**config.mk**
```make
export PLATFORM = sky130hd
export DESIGN_NAME = booth_pp_accumulator
export DESIGN_NICKNAME = d
export VERILOG_FILES = /design/src/rtl/booth_acc_pkg.sv /design/src/rtl/booth_pp_accumulator_group_adder.sv /design/src/rtl/booth_pp_accumulator.sv
export SDC_FILE = /design/constraint.sdc
export NUM_CORES = 1
export LEC_CHECK = 0
export ABC_CLOCK_PERIOD_IN_PS = 9500
export CELL_PAD_IN_SITES_DETAIL_PLACEMENT = 2
export CELL_PAD_IN_SITES_GLOBAL_PLACEMENT = 2
export CORE_MARGIN = 4
export CORE_UTILIZATION = 37
export DETAILED_ROUTE_END_ITERATION = 12
export PLACE_DENSITY_LB_ADDON = 0.1
export SLEW_MARGIN = 15
export SYNTH_ARGS = -nofsm -noshare
export SYNTH_HDL_FRONTEND = slang
export SYNTH_HIERARCHICAL = 1
export SYNTH_SLANG_ARGS = --single-unit
export TNS_END_PERCENT = 30
```
**constraint.sdc**
```tcl
create_clock -name clk -period 9.5 [get_ports clk]
set_clock_uncertainty 0.2 [all_clocks]
set_input_delay 0.95 -clock clk [delete_from_list [all_inputs] [get_ports clk]]
set_output_delay 0.95 -clock clk [all_outputs]
set_load 0.02 [all_outputs]
```
**src/rtl/booth_acc_pkg.sv**
```systemverilog
// Shared constants, FSM state type and PP alignment helper for the Booth
// partial-product accumulator.
package booth_acc_pkg;

  localparam int PP_W   = 16;
  localparam int NUM_PP = 16;
  localparam int PROD_W = 32;

  typedef enum logic [1:0] {
    IDLE  = 2'd0,
    ACCUM = 2'd1,
    DONE  = 2'd2
  } state_t;

  // Sign-extend one PP with its explicit sign bit, then weight it by 2^sh.
  function automatic logic [PROD_W-1:0] pp_extend_shift(
    input logic [PP_W-1:0] pp,
    input logic            s,
    input logic [3:0]      sh
  );
    logic [PROD_W-1:0] ext;
    ext = {{(PROD_W-PP_W){s}}, pp};
    return ext << sh;
  endfunction

endpackage

```
**src/rtl/booth_pp_accumulator_group_adder.sv**
```systemverilog
// Combinational adder: folds one group of P partial products (with their
// sign bits) into the running 32-bit accumulator.
module booth_pp_group_adder
  import booth_acc_pkg::*;
#(
  parameter int P = 4
) (
  input  logic [P*PP_W-1:0] grp_pp,
  input  logic [P-1:0]      grp_s,
  input  logic [3:0]        base_idx,
  input  logic [PROD_W-1:0] acc,
  output logic [PROD_W-1:0] sum
);

  logic [PROD_W-1:0] term [P];

  genvar gi;
  generate
    for (gi = 0; gi < P; gi++) begin : g_term
      // Weight of each PP is its absolute index within the bundle.
      assign term[gi] = pp_extend_shift(grp_pp[gi*PP_W +: PP_W], grp_s[gi],
                                        base_idx + 4'(gi));
    end
  endgenerate

  always_comb begin
    sum = acc;
    for (int j = 0; j < P; j++) begin
      sum = sum + term[j];
    end
  end

endmodule

```
**src/rtl/booth_pp_accumulator.sv**
```systemverilog
// Multicycle accumulator for sixteen radix-2 Booth partial products.
// Optional sticky sign-consistency check under BOOTH_ACC_SIGNCHK_EN.
module booth_pp_accumulator
  import booth_acc_pkg::*;
#(
  parameter int PP_PER_CYCLE = 4
) (
  input  logic                   clk,
  input  logic                   rst_n,
  input  logic                   in_valid,
  output logic                   in_ready,
  input  logic [NUM_PP*PP_W-1:0] pp_in,
  input  logic [NUM_PP-1:0]      s_in,
  output logic                   out_valid,
  input  logic                   out_ready,
  output logic [PROD_W-1:0]      product,
  output logic                   sign_err
);

  localparam int GROUPS = NUM_PP / PP_PER_CYCLE;
  localparam int CNT_W  = (GROUPS > 1) ? $clog2(GROUPS) : 1;
  localparam logic [CNT_W-1:0] LAST_CNT = CNT_W'(GROUPS - 1);

  state_t            state_reg, state_next;
  logic [CNT_W-1:0]  cnt_reg, cnt_next;
  logic [PROD_W-1:0] acc_reg, acc_next;
  logic [PROD_W-1:0] product_reg, product_next;
  logic              in_ready_reg, in_ready_next;
  logic              out_valid_reg, out_valid_next;
  logic              capture;

  logic [PP_W-1:0]   pp_reg [NUM_PP];
  logic [NUM_PP-1:0] s_reg;

  logic [3:0]                   base_idx;
  logic [PP_PER_CYCLE*PP_W-1:0] grp_pp;
  logic [PP_PER_CYCLE-1:0]      grp_s;
  logic [PROD_W-1:0]            group_sum;

  assign base_idx = 4'(cnt_reg * PP_PER_CYCLE);

  genvar gi;
  generate
    for (gi = 0; gi < PP_PER_CYCLE; gi++) begin : g_sel
      assign grp_pp[gi*PP_W +: PP_W] = pp_reg[base_idx + 4'(gi)];
      assign grp_s[gi]               = s_reg[base_idx + 4'(gi)];
    end
  endgenerate

  booth_pp_group_adder #(
    .P (PP_PER_CYCLE)
  ) u_group_adder (
    .grp_pp   (grp_pp),
    .grp_s    (grp_s),
    .base_idx (base_idx),
    .acc      (acc_reg),
    .sum      (group_sum)
  );

  always_comb begin
    state_next     = state_reg;
    cnt_next       = cnt_reg;
    acc_next       = acc_reg;
    product_next   = product_reg;
    in_ready_next  = in_ready_reg;
    out_valid_next = out_valid_reg;
    capture        = 1'b0;
    case (state_reg)
      IDLE: begin
        if (in_valid && in_ready_reg) begin
          capture       = 1'b1;
          acc_next      = '0;
          cnt_next      = '0;
          in_ready_next = 1'b0;
          state_next    = ACCUM;
        end
      end
      ACCUM: begin
        acc_next = group_sum;
        cnt_next = cnt_reg + CNT_W'(1);
        if (cnt_reg == LAST_CNT) begin
          // Load the output register with the final sum directly so
          // out_valid and product rise together.
          product_next   = group_sum;
          out_valid_next = 1'b1;
          state_next     = DONE;
        end
      end
      DONE: begin
        if (out_ready) begin
          out_valid_next = 1'b0;
          in_ready_next  = 1'b1;
          state_next     = IDLE;
        end
      end
      default: begin
        out_valid_next = 1'b0;
        in_ready_next  = 1'b1;
        state_next     = IDLE;
      end
    endcase
  end

  always_ff @(posedge clk) begin
    if (!rst_n) begin
      state_reg     <= IDLE;
      cnt_reg       <= '0;
      acc_reg       <= '0;
      product_reg   <= '0;
      in_ready_reg  <= 1'b1;
      out_valid_reg <= 1'b0;
      s_reg         <= '0;
      for (int i = 0; i < NUM_PP; i++) begin
        pp_reg[i] <= '0;
      end
    end else begin
      state_reg     <= state_next;
      cnt_reg       <= cnt_next;
      acc_reg       <= acc_next;
      product_reg   <= product_next;
      in_ready_reg  <= in_ready_next;
      out_valid_reg <= out_valid_next;
      if (capture) begin
        s_reg <= s_in;
        for (int i = 0; i < NUM_PP; i++) begin
          pp_reg[i] <= pp_in[i*PP_W +: PP_W];
        end
      end
    end
  end

  assign in_ready  = in_ready_reg;
  assign out_valid = out_valid_reg;
  assign product   = product_reg;

`ifdef BOOTH_ACC_SIGNCHK_EN
  logic [NUM_PP-1:0] sign_mismatch;
  logic              sign_err_reg;

  generate
    for (gi = 0; gi < NUM_PP; gi++) begin : g_signchk
      assign sign_mismatch[gi] = s_in[gi] ^ pp_in[gi*PP_W + PP_W - 1];
    end
  endgenerate

  // Sticky until reset; only bundles actually captured are inspected.
  always_ff @(posedge clk) begin
    if (!rst_n) begin
      sign_err_reg <= 1'b0;
    end else if (capture && (|sign_mismatch)) begin
      sign_err_reg <= 1'b1;
    end
  end

  assign sign_err = sign_err_reg;
`else
  assign sign_err = 1'b0;
`endif

endmodule

```
==> out/metrics.cfg <==
[timing]
slew_headroom_pct = 23.02
hold_violations = 0
tightest_slew_ns = 1.155
finalMaxSlewViolations = 0
setup_tns_ns = 0
setup_viol = 0
setup_ws_ns = 2.436
period_share_pct = 74.35
period_minus_slack_ns = 7.064
timing.hold.ws_ns = 0.2695
rsz0062_at_grt = false
fmax_mhz = 141.6

[clock_tree]
cts.clk_slew.worst_paths_ns = 0.06
cts_buffer_depth = 3
cts.sinks = 344
ctsResizeCount = 0
insertion_delay_ns = 0.58
root_buffer = clkbuf_16
postCtsSetupRepairBufs = 0
htree_levels = 2
cts_tree = yes
cts_buffers = 41
ctsHoldBuffers = 0

[finish]
area_delta_synth_final_pct = 22.97
seqCellArea_sq_um = 9457
final_area_sq_um = 26520
drive_above_1_share_pct = 9.436
largest_reg_flops = 256
multiInputGateArea_sq_um = 11100
finalNetCount = 2590
fillers = 5901

[placement]
place_area_sq_um = 25210
place_congestion = 0.9338
hpwlAfterDp_um = 57590
preCtsSetupSlack_ns = 2.401
port_buffers = 309

[setup_path]
end_kind = register
required_ns = 9.79
r2r-start = cnt_reg[0]$_SDFFE_PN0N_
path_max_fanout = 37
cp.arrival_ns = 7.36
r2r_end = product[28]$_SDFFE_PN0P_
critPathKind = reg -> reg
regToRegSetupSlack_ns = 2.44
r2r_cells = 21
start_kind = register

[power]
p_total_uw = 7067
peakVddDrop_mv = 0.1848
pwr_density_cell_nw_per_um2 = 266.5
leakage_uw = 0.01033

[detailed_routing]
vias = 15840
dr.pass1.iters = 4
vias_per_cell = 5.310
wirelength_um = 74150
drtIter0Drc = 938
ant_nets = 0
drc = 0
wl_per_cell_um = 24.86

[floorplan]
die-area_sq_um = 62210
initial_core_util_pct = 37.38
core_sq_um = 57700
num_io_pins = 311
dieHeight_um = 249.4
die_w_um = 249.4
num_rows = 88

[grt]
gr-total-overflow = 0
grt_pass1_vias = 17620
antenna_found_initial = 3
grt_max_degree = 119
grtUsageTotal_pct = 23.26
grt_first_pass_wirelength_um = 111400

[synthesis]
netlist_instances = 1939
async_flop_share_pct = 0
ys_warn_count = 6
synthFlopType = edfxtp_1
synth_seq_cells = 344
synthesis.area_sq_um = 21560
synth-edff-count = 256
yosysUniqueCellTypes = 65
syn-mean-instance-area_sq_um = 11.12
yosysSeqAreaShare_pct = 43.82

[flow_run]
cap_violations = 0

[run_status]
status = finished, final reports clean

[min_path]
min_to = product[29]$_SDFFE_PN0P_
hold_start = product[29]$_SDFFE_PN0P_
worst_hold_path_type = reg -> reg
holdPathStages = 2

==> worst max-delay path by stage <==
stage          slack [ns]                          to                     from  depth (start not counted)
2_1_floorplan        2.30  pp_reg[0][0]$_SDFFCE_PN0P_                 in_valid                          5
3_3_place_gp         2.49    product[28]$_SDFFE_PN0P_  cnt_reg[0]$_SDFFE_PN0N_                         20
3_5_place_dp         2.40    product[30]$_SDFFE_PN0P_  cnt_reg[0]$_SDFFE_PN0N_                         21
4_1_cts              2.38    product[28]$_SDFFE_PN0P_  cnt_reg[0]$_SDFFE_PN0N_                         20
5_1_grt              1.84    product[28]$_SDFFE_PN0P_  cnt_reg[0]$_SDFFE_PN0N_                         21
6_report             2.44    product[28]$_SDFFE_PN0P_  cnt_reg[0]$_SDFFE_PN0N_                         21
==> logic make-up after synthesis <==
family          Yosys count  share of synthesized area (%)
simple gates            646                          15.63
compound gates          349                          9.928
mux                     176                          13.24
other cells               1                        0.01739
flops                   344                          43.82
fa+ha+maj               129                          10.69
xor+xnor                 43                          1.746
buf+inv                 251                          4.932
==> critical path: stages, from the launching register on <==
cell	delay, ns
dfxtp_4	0.82
buf_4	0.48
mux4_2	0.59
mux2i_1	0.20
nand2_1	0.08
o21ai_0	0.21
nor2_1	0.08
a21oi_1	0.23
a21oi_1	0.16
fa_1	0.57
inv_1	0.05
fa_1	0.47
inv_1	0.05
fa_1	0.43
ha_1	0.45
nand2_1	0.12
nor2_1	0.23
nand4_1	0.18
o31a_1	0.39
o311ai_0	0.64
nand2_1	0.11
o21ai_0	0.15
==> per-stage QoR <==
| step | utilization [%] | cells |
|---|---|---|
| 2_1_floorplan | - | 1947 |
| 3_3_place_gp | 43.70 | 2907 |
| 3_5_place_dp | 43.70 | 2907 |
| 4_1_cts | 45.95 | 2980 |
| 5_1_grt | 45.96 | 2982 |
| 6_report | 45.96 | 2983 |
==> Yosys cell counts, types with 6 or more instances <==
master    number  area [sq um]
a211oi_1       8         60.06
a21o_1        16         120.1
a21oi_1      104         520.5
a22o_1        49         429.2
a31oi_1       10         62.56
and2_1       262          1639
buf_1          9         33.78
buf_2         35         175.2
buf_4         10         75.07
clkbuf_1      65         244.0
clkbuf_2      14         70.07
dfxtp_1       88          1762
edfxtp_1     256          7687
fa_1          92          1842
ha_1          37         462.9
inv_1        113         424.2
mux2_2        24         270.3
mux2i_1       67         670.6
mux4_2        85          1914
nand2_1      165         619.3
nand2b_1      10         62.56
nand3_1       60         300.3
nand4_1        8         50.05
nor2_1        81         304.0
nor2b_1       12         75.07
nor3_1        16         80.08
o21a_1         7         52.55
o21ai_0      112         560.5
o22ai_1        6         37.54
or2_2          9         56.30
xnor2_1       27         236.5
xor2_1        16         140.1
==> power by group <==
group | internal (uW) | switching (uW)
clock | 889 | 652
sequential | 1770 | 86.9
combinational | 1420 | 2250
total | 4080 | 2990
==> cell type report <==
cell class	count	share of cell area (%)
Antenna cell	3	0.02831
Tap cell	765	3.610
Inverter	115	1.656
Clock buffer	54	4.213
Clock inverter	19	0.6794
Multi-Input combinational cell	1352	41.88
Sequential cell	344	35.66
Timing Repair Buffer	331	12.28
==> per-layer routing <==
metal	routed length [um]	global-route usage, %	vias up
met5	27	0	-
met4	2330	7.093	4
met3	2658	3.606	90
met2	36110	39.26	319
met1	33030	31.11	8092
li1	-	-	7336
==> cells in the final DEF, fill, tap and decap left out, types with 10 or more instances in the layout <==
master,n
clkdlybuf4s50_1,308
and2_1,262
edfxtp_1,256
nand2_1,165
o21ai_0,112
inv_1,112
a21oi_1,104
fa_1,92
dfxtp_1,86
mux4_2,85
nor2_1,81
mux2i_1,67
nand3_1,60
a22o_1,49
clkbuf_16,43
ha_1,37
xnor2_1,25
mux2_2,24
buf_4,23
nor3_1,16
a21o_1,16
xor2_1,15
nor2b_1,12
clkbuf_1,11
nand2b_1,10
a31oi_1,10
(Power assumes the default switching activity.)
